==> config.mk <==
export PLATFORM = sky130hd
export DESIGN_NAME = iq_modulation_flat
export DESIGN_NICKNAME = d
export VERILOG_FILES = /design/src/rtl/iq_modulation_if.sv /design/src/rtl/iq_modulation.sv /design/src/flat_wrapper.sv
export SDC_FILE = /design/constraint.sdc
export NUM_CORES = 1
export LEC_CHECK = 0
export ABC_AREA = 1
export CORE_MARGIN = 4
export CORE_UTILIZATION = 45
export CTS_CLUSTER_DIAMETER = 200
export DETAILED_ROUTE_END_ITERATION = 10
export GPL_TIMING_DRIVEN = 1
export PLACE_DENSITY = 0.84
export SYNTH_ARGS = -nofsm -noshare
export SYNTH_HDL_FRONTEND = slang
export SYNTH_SLANG_ARGS = --single-unit
export TNS_END_PERCENT = 100
==> constraint.sdc <==
create_clock -name clk -period 1.5 [get_ports clk]
set_input_delay 0.3 -clock clk [delete_from_list [all_inputs] [get_ports clk]]
set_output_delay 0.3 -clock clk [all_outputs]
set_load 0.01 [all_outputs]
==> src/rtl/iq_modulation_if.sv <==
// iq_modulation_if: baseband-in / IF-out bundle between the pulse shaper, modulator and DAC path
interface iq_modulation_if #(parameter int W = 5);
  logic tx_en;
  logic bb_rdy;
  logic signed [W-1:0] I_BB;
  logic signed [W-1:0] Q_BB;
  logic signed [W-1:0] I_IF;
  logic signed [W-1:0] Q_IF;
  logic mod_rdy;
  logic signed [1:0] cosine_out;
  logic signed [1:0] sine_out;
  logic busy;
  logic sat_flag;
  modport master (
    output tx_en, bb_rdy, I_BB, Q_BB,
    input I_IF, Q_IF, mod_rdy, cosine_out, sine_out, busy, sat_flag
  );
  modport slave (
    input tx_en, bb_rdy, I_BB, Q_BB,
    output I_IF, Q_IF, mod_rdy, cosine_out, sine_out, busy, sat_flag
  );
endinterface

==> src/rtl/iq_modulation.sv <==
// iq_modulation: rotates signed baseband I/Q up to IF with a quarter-rate {-1,0,+1} carrier
module iq_modulation #(
  parameter int W = 5,
  parameter int PHASE_INIT = 0
) (
  input logic clk,
  input logic resetn,
  iq_modulation_if.slave bus
);
  typedef enum logic [1:0] {IDLE, RUN, FLUSH} state_t;
  localparam logic signed [W-1:0] MIN = {1'b1, {(W-1){1'b0}}};
  localparam logic signed [W-1:0] MAX = ~MIN;
  localparam logic [1:0] P0 = PHASE_INIT[1:0];
  state_t state;
  logic [1:0] phase, phase_nx;
  logic signed [1:0] cos_c, sin_c;
  logic signed [W-1:0] ni, nq, ri, rq;
  logic neg_sat;
  function automatic logic signed [W-1:0] neg(input logic signed [W-1:0] x);
    return x == MIN ? MAX : -x;
  endfunction
  assign phase_nx = phase + 2'd1;
  assign bus.busy = state != IDLE;
  always_comb begin
    cos_c = phase == 2'd0 ? 2'sd1 : phase == 2'd2 ? -2'sd1 : 2'sd0;
    sin_c = phase == 2'd1 ? 2'sd1 : phase == 2'd3 ? -2'sd1 : 2'sd0;
    ni = neg(bus.I_BB);
    nq = neg(bus.Q_BB);
    ri = phase == 2'd0 ? bus.I_BB : phase == 2'd1 ? nq : phase == 2'd2 ? ni : bus.Q_BB;
    rq = phase == 2'd0 ? bus.Q_BB : phase == 2'd1 ? bus.I_BB : phase == 2'd2 ? nq : ni;
    // I is negated in phases 2,3; Q in phases 1,2
    neg_sat = (phase[1] && bus.I_BB == MIN) || ((phase[1] ^ phase[0]) && bus.Q_BB == MIN);
  end
  always_ff @(posedge clk or negedge resetn) begin
    if (!resetn) begin
      state <= IDLE;
      phase <= P0;
      bus.I_IF <= '0;
      bus.Q_IF <= '0;
      bus.mod_rdy <= 1'b0;
      bus.cosine_out <= '0;
      bus.sine_out <= '0;
      bus.sat_flag <= 1'b0;
    end else begin
      bus.mod_rdy <= 1'b0;
      if (state != IDLE && bus.bb_rdy) begin
        bus.I_IF <= state == RUN ? ri : '0;
        bus.Q_IF <= state == RUN ? rq : '0;
        bus.cosine_out <= cos_c;
        bus.sine_out <= sin_c;
        bus.mod_rdy <= 1'b1;
        phase <= phase_nx;
        if (state == RUN && neg_sat) bus.sat_flag <= 1'b1;
      end
      // stop decisions look at the phase after any strobe accepted this cycle
      case (state)
        IDLE: if (bus.tx_en) begin
          state <= RUN;
          phase <= P0;
          bus.sat_flag <= 1'b0;
        end
        RUN: if (!bus.tx_en) state <= ((bus.bb_rdy ? phase_nx : phase) != P0) ? FLUSH : IDLE;
        FLUSH: if (bus.tx_en) state <= RUN;
          else if (bus.bb_rdy && phase_nx == P0) state <= IDLE;
        default: state <= IDLE;
      endcase
    end
  end
endmodule

==> src/flat_wrapper.sv <==
// flat-port wrapper written by rule: the top's interface ports become plain ports
module iq_modulation_flat 
#(
  parameter int W = 5,
  parameter int PHASE_INIT = 0
)
  (clk, resetn, bus_tx_en, bus_bb_rdy, bus_I_BB, bus_Q_BB, bus_I_IF, bus_Q_IF, bus_mod_rdy, bus_cosine_out, bus_sine_out, bus_busy, bus_sat_flag);
  iq_modulation_if #(.W(W)) bus_i ();
  input logic clk;
  input logic resetn;
  input wire logic [$bits(bus_i.tx_en)-1:0] bus_tx_en;
  input wire logic [$bits(bus_i.bb_rdy)-1:0] bus_bb_rdy;
  input wire logic [$bits(bus_i.I_BB)-1:0] bus_I_BB;
  input wire logic [$bits(bus_i.Q_BB)-1:0] bus_Q_BB;
  output wire logic [$bits(bus_i.I_IF)-1:0] bus_I_IF;
  output wire logic [$bits(bus_i.Q_IF)-1:0] bus_Q_IF;
  output wire logic [$bits(bus_i.mod_rdy)-1:0] bus_mod_rdy;
  output wire logic [$bits(bus_i.cosine_out)-1:0] bus_cosine_out;
  output wire logic [$bits(bus_i.sine_out)-1:0] bus_sine_out;
  output wire logic [$bits(bus_i.busy)-1:0] bus_busy;
  output wire logic [$bits(bus_i.sat_flag)-1:0] bus_sat_flag;
  assign bus_i.tx_en = bus_tx_en;
  assign bus_i.bb_rdy = bus_bb_rdy;
  assign bus_i.I_BB = bus_I_BB;
  assign bus_i.Q_BB = bus_Q_BB;
  assign bus_I_IF = bus_i.I_IF;
  assign bus_Q_IF = bus_i.Q_IF;
  assign bus_mod_rdy = bus_i.mod_rdy;
  assign bus_cosine_out = bus_i.cosine_out;
  assign bus_sine_out = bus_i.sine_out;
  assign bus_busy = bus_i.busy;
  assign bus_sat_flag = bus_i.sat_flag;
  iq_modulation #(.W(W), .PHASE_INIT(PHASE_INIT)) u_core (.clk(clk), .resetn(resetn), .bus(bus_i));
endmodule
After elaboration in Yosys (flattened, before gate mapping)

Index checks and enable logic that the tools add are counted.

Flip-flop bits (word level): 20
Bits of input ports: 14

Add/subtract/negate cells: 3
Eq/ne operators: 10
Multiplexer cells: 29
Bitwise gates (word level): 1
Reductions and logical operators: 12

Operators with widths:

| kind                  | number |
|---|---|
| $mux W5               | 10 |
| $mux W2               | 13 |
| $eq A5 B5 Y1 const B  | 2 |
| $neg A5 Y5            | 2 |
| $eq A2 B2 Y1 const B  | 3 |
| $logic_not A2 Y1      | 3 |
| $pmux W2 S3           | 1 |
| $logic_and A1 B1 Y1   | 5 |
| $mux W1               | 5 |
| $eq A2 B1 Y1 const B  | 2 |
| $ne A2 B2 Y1 const B  | 2 |
| $reduce_bool A2 Y1    | 2 |
| $ne A3 B2 Y1 const B  | 1 |
| $reduce_and A3 Y1     | 1 |
| $add A2 B1 Y2 const B | 1 |
| $logic_or A1 B1 Y1    | 1 |
| $xor A1 B1 Y1         | 1 |

Logic depth before layout (Yosys ltp)

Word-level depth: 8
Depth in mapped cells: 10
Mapped depth without buffers: 10

Worst setup path after synthesis

No wires, ideal clock.

Kind: flip-flop to flip-flop
Start: register u_core.phase[0]
End: register u_core.bus.I_IF[1]
Arrival time: 1.291 ns
Data required time: 1.383 ns
Path slack: 0.092 ns
Stages on the path, launching flop included: 8
Buffers on the path: 2
Period minus slack after synthesis: 1.408 ns
Cells stage by stage: dfrtp_1 inv_1 ha_1 buf_2 clkbuf_1 a21oi_1 nand2_1 nand2_1

Longest elaborated chain between the ends: 5
Elaborated cells between the ends (all ways): 7
Classes of those cells: 2 x eq/ne; 4 x mux; 1 x reduce/logical

RTL lines:

| element                | line                   | RTL |
|---|---|---|
| start, declared        | iq_modulation.sv:15    | `logic [1:0] phase, phase_nx;` |
| start signal, assigned | iq_modulation.sv:52    | `phase <= phase_nx;` |
| $eq A2 B2 Y1           | iq_modulation.sv:29    | `ri = phase == 2'd0 ? bus.I_BB : phase == 2'd1 ? nq : phase == 2'd2 ? ni : bus.Q_BB;` |
| $mux W5 (2 in a row)   | iq_modulation.sv:29    |  |
| $mux W5 (*)            | iq_modulation.sv:29    |  |
| $mux W5 (*)            | iq_modulation.sv:47    | `bus.I_IF <= state == RUN ? ri : '0;` |
| end signal, assigned   | iq_modulation.sv:47    |  |
| end, declared          | iq_modulation_if.sv:20 | `output I_IF, Q_IF, mod_rdy, cosine_out, sine_out, busy, sat_flag` |

Every way passes the cells marked *; elsewhere a longest branch is shown, timed or not.
A chain may end at the register's enable or synchronous reset.

Final worst setup path

Start: input bus_I_BB[1]
End: register u_core.bus.Q_IF[0]

Longest elaborated chain between the ends: 6

RTL lines:

| element              | line                   | RTL |
|---|---|---|
| start, declared      | flat_wrapper.sv:13     | `input wire logic [$bits(bus_i.I_BB)-1:0] bus_I_BB;` |
| $eq A5 B5 Y1         | iq_modulation.sv:20    | `return x == MIN ? MAX : -x;` |
| $mux W5              | iq_modulation.sv:20    |  |
| $mux W5 (3 in a row) | iq_modulation.sv:30    | `rq = phase == 2'd0 ? bus.Q_BB : phase == 2'd1 ? bus.I_BB : phase == 2'd2 ? nq : ni;` |
| $mux W5              | iq_modulation.sv:48    | `bus.Q_IF <= state == RUN ? rq : '0;` |
| end signal, assigned | iq_modulation.sv:48    |  |
| end, declared        | iq_modulation_if.sv:20 |  |

Every way passes these cells.

==> impl_metrics.json <==
{
  "status": "finished, final reports clean",
  "wirelength_um": 3790,
  "gr-total-overflow": 0,
  "hold_class": "primary input to async pin",
  "place_area_sq_um": 1860,
  "cap_violations": 0,
  "yosysMostFrequentCell": "nand2_1",
  "fmax_mhz": 712,
  "yosysTopAreaCellShare": 0.365,
  "p_per_area_nw_per_um2": 1480,
  "track_usage": 0.200,
  "critPathArrivalTime_ns": 1.63,
  "r2r_start": "u_core.phase[0]",
  "hpwl_um": 2780,
  "ant_nets": 0,
  "clkSlewWorstSetupHoldPaths_ns": 0.13,
  "synth_edf_count": 0,
  "reg2reg_slack_ns": 0.1,
  "yosys-top-cells-count": "52 x nand2_1, 28 x a21oi_1, 21 x inv_1, 20 x dfrtp_1, 17 x nand3_1",
  "critPathLaunchType": "primary input",
  "crit_fanout": 8,
  "slew_viol_final": 0,
  "p_total_mw": 2.87,
  "critPathBufInv": 2,
  "r2r_cells": 8,
  "drc": 0,
  "routabilityCongestion": 0.864,
  "fp-row-count": 19,
  "ys_warn_count": 0,
  "cp_data_required_time_ns": 1.73,
  "synthDistinctLibCells": 25,
  "wl_per_cell_um": 13.6,
  "cts_root_buffer": "clkbuf_4",
  "async_flop_share": 1.00,
  "cp.depth": 9,
  "syn_nets": 214,
  "ys_ff_latch": 20,
  "dieArea_sq_um": 3990,
  "cpMaxStageDelayCell": "clkdlybuf4s50_1",
  "syn_inst": 193,
  "post_drt_via_cell_ratio": 5.35,
  "grt_max_degree": 21,
  "vdd_drop_max_uv": 1140,
  "grt_pass1_wl_um": 6470,
  "clock_latency_ns": 0.32,
  "numCtsBuffers": 3,
  "synth_area_sq_um": 1370,
  "synth_area_per_cell_sq_um": 7.11,
  "areaGrowthSynthToFinish_pct": 41.3,
  "cts_tree": "built",
  "yosys.area.top_type": "dfrtp_1",
  "ios": 31,
  "tightestPinTransition_ns": 0.311,
  "fin_crit_sh": 0.936,
  "die_y_um": 63.2,
  "leakage_nw": 1.04,
  "ys_top_cells_by_area": "dfrtp_1 36%, nand2_1 14%, a21oi_1 10%",
  "core-area_sq_um": 2830,
  "vias": 1488,
  "drive_above_1_share": 0.190,
  "htreeDepth": 1,
  "insertedDiodeCount": 0,
  "cp_top_family": "buffers and inverters",
  "slowest_delay_ns": 0.52,
  "final.setup_skew_ns": 0.00840,
  "portBuffers": 30,
  "crit_path_cell_trace": "clkdlybuf4s50_1, inv_2, ha_4, nand3_4, nand2_1, o211ai_1, nand2_1, nand2_1, nand2_1",
  "max_slew_margin": 0.790,
  "die_x_um": 63.2,
  "yosys_most_used_dff": "dfrtp_1",
  "worstSetupPathType": "primary input to flop",
  "timing.rr.end": "u_core.bus.I_IF[1]",
  "fillCellCount": 262,
  "final_nets": 269,
  "post-route-min-period_ns": 1.40,
  "start_util": 0.485,
  "drt-pass1-iter-count": 5,
  "endpoint_kind": "flop",
  "grt_pass1_vias": 1452,
  "cp_common_cell": "nand2_1",
  "antenna_found_initial": 0,
  "drt-initial-drc-count": 68,
  "setup_viol": 0,
  "yosysSeqAreaShare": 0.365,
  "final_cell_area_sq_um": 1940,
  "clkSinkCount": 20,
  "cts_hold_buf": 0,
  "hold_violations": 0,
  "cts_buffer_depth": 2
}
layout make-up:
class,instances,area (sq um),area share
clock buffers,3,22.5,0.0116
clock inverters,1,30.0,0.0155
inverters,24,90.1,0.0465
multi-input cells,142,762,0.393
flip-flops and latches,20,500,0.258
well taps,31,38.8,0.0200
repair buffers,57,494,0.255
per-stage QoR:
| step | cells | util | setup TNS (ns) | setup WS, ns | hold slack, ns |
|---|---|---|---|---|---|
| floorplan | 193 | - | 0 | 0.0924 | 0.00441 |
| global placement | 271 | 0.659 | -2.32 | -0.254 | 0.455 |
| detailed placement | 271 | 0.659 | -3.06 | -0.309 | 0.464 |
| CTS | 276 | 0.674 | 0 | 0.00346 | 0.326 |
| global route | 278 | 0.685 | -0.00841 | -0.00841 | 0.343 |
| finish | 278 | 0.685 | 0 | 0.0961 | 0.312 |
sequential cells by signal (all words and copies together) (netlist names):
signal / cells
u_core.bus.I_IF: 5
u_core.bus.Q_IF: 5
u_core.bus.cosine_out: 2
u_core.bus.mod_rdy: 1
u_core.bus.sat_flag: 1
u_core.bus.sine_out: 2
u_core.phase: 2
u_core.state: 2
report_power, final:
part	switching (mW)	internal (mW)	total, mW
Combinational	0.862	0.682	1.54
Sequential	0.118	0.747	0.866
Clock	0.190	0.270	0.460
Total	1.17	1.70	2.87
worst register-to-register path, delay by kind of cell (launching register included):
family	cells	cell delay (ns)
compound gates	2	0.18
fa+ha+maj	1	0.20
buf+inv	2	0.30
flops	1	0.43
simple gates	3	0.21
kinds of logic after synthesis:
| kind of cell | share of synthesized area |
|---|---|
| AOI/OAI and AO/OA | 0.163 |
| adders and majority gates | 0.0639 |
| xor gates and xnor gates | 0.0128 |
| buffers and inverters | 0.0949 |
| DFF | 0.365 |
| and+or+nand+nor | 0.300 |
worst max-delay path by stage:
| stage | startpoint | end | slack (ns) |
|---|---|---|---|
| after global placement | bus_I_BB[0] | u_core.bus.Q_IF[0] | -0.25 |
| after floorplan | u_core.phase[0] | u_core.bus.I_IF[1] | 0.09 |
| after global routing | bus_I_BB[1] | u_core.bus.Q_IF[0] | -0.008 |
| final | bus_I_BB[1] | u_core.bus.Q_IF[0] | 0.1 |
| after detailed placement | bus_Q_BB[0] | u_core.bus.I_IF[1] | -0.31 |
| after CTS | u_core.bus.mod_rdy | bus_mod_rdy | 0.003 |
per-layer routing:
layer,wire [um],GRT usage
met2,1830,0.332
met5,0,0
met4,113,0.0647
met1,1600,0.249
met3,242,0.0568
layout by cell type (no fill, tap or decap):
master            n
clkbuf_2          1
buf_4            26
o22ai_1           2
nand4_4           1
clkbuf_4          3
buf_12            1
inv_1            19
ha_2              1
a21oi_2           1
nand3_4           1
ha_4              1
nand2_2           1
nor2_1           14
xor2_1            2
nor2_2            3
nor2_4            1
a21oi_1          27
inv_2             5
nand2_1          52
dfrtp_1          20
nand4_1           1
o311ai_0          1
dlymetal6s2s_1    1
o211ai_1          2
a21o_1            1
o21ai_0           4
clkdlybuf4s50_1  13
dlygate4sd2_1    15
ha_1              5
o21ai_1           4
bufinv_16         1
nand3_1          17
timing repair:
| item | CTS | global route |
|---|---|---|
| pin swaps | 1 | 2 |
| buffers inserted | 1 | 2 |
| resized for setup | 19 | 8 |
| setup endpoints to repair | 17 | 11 |
(Power assumes the default switching activity.)
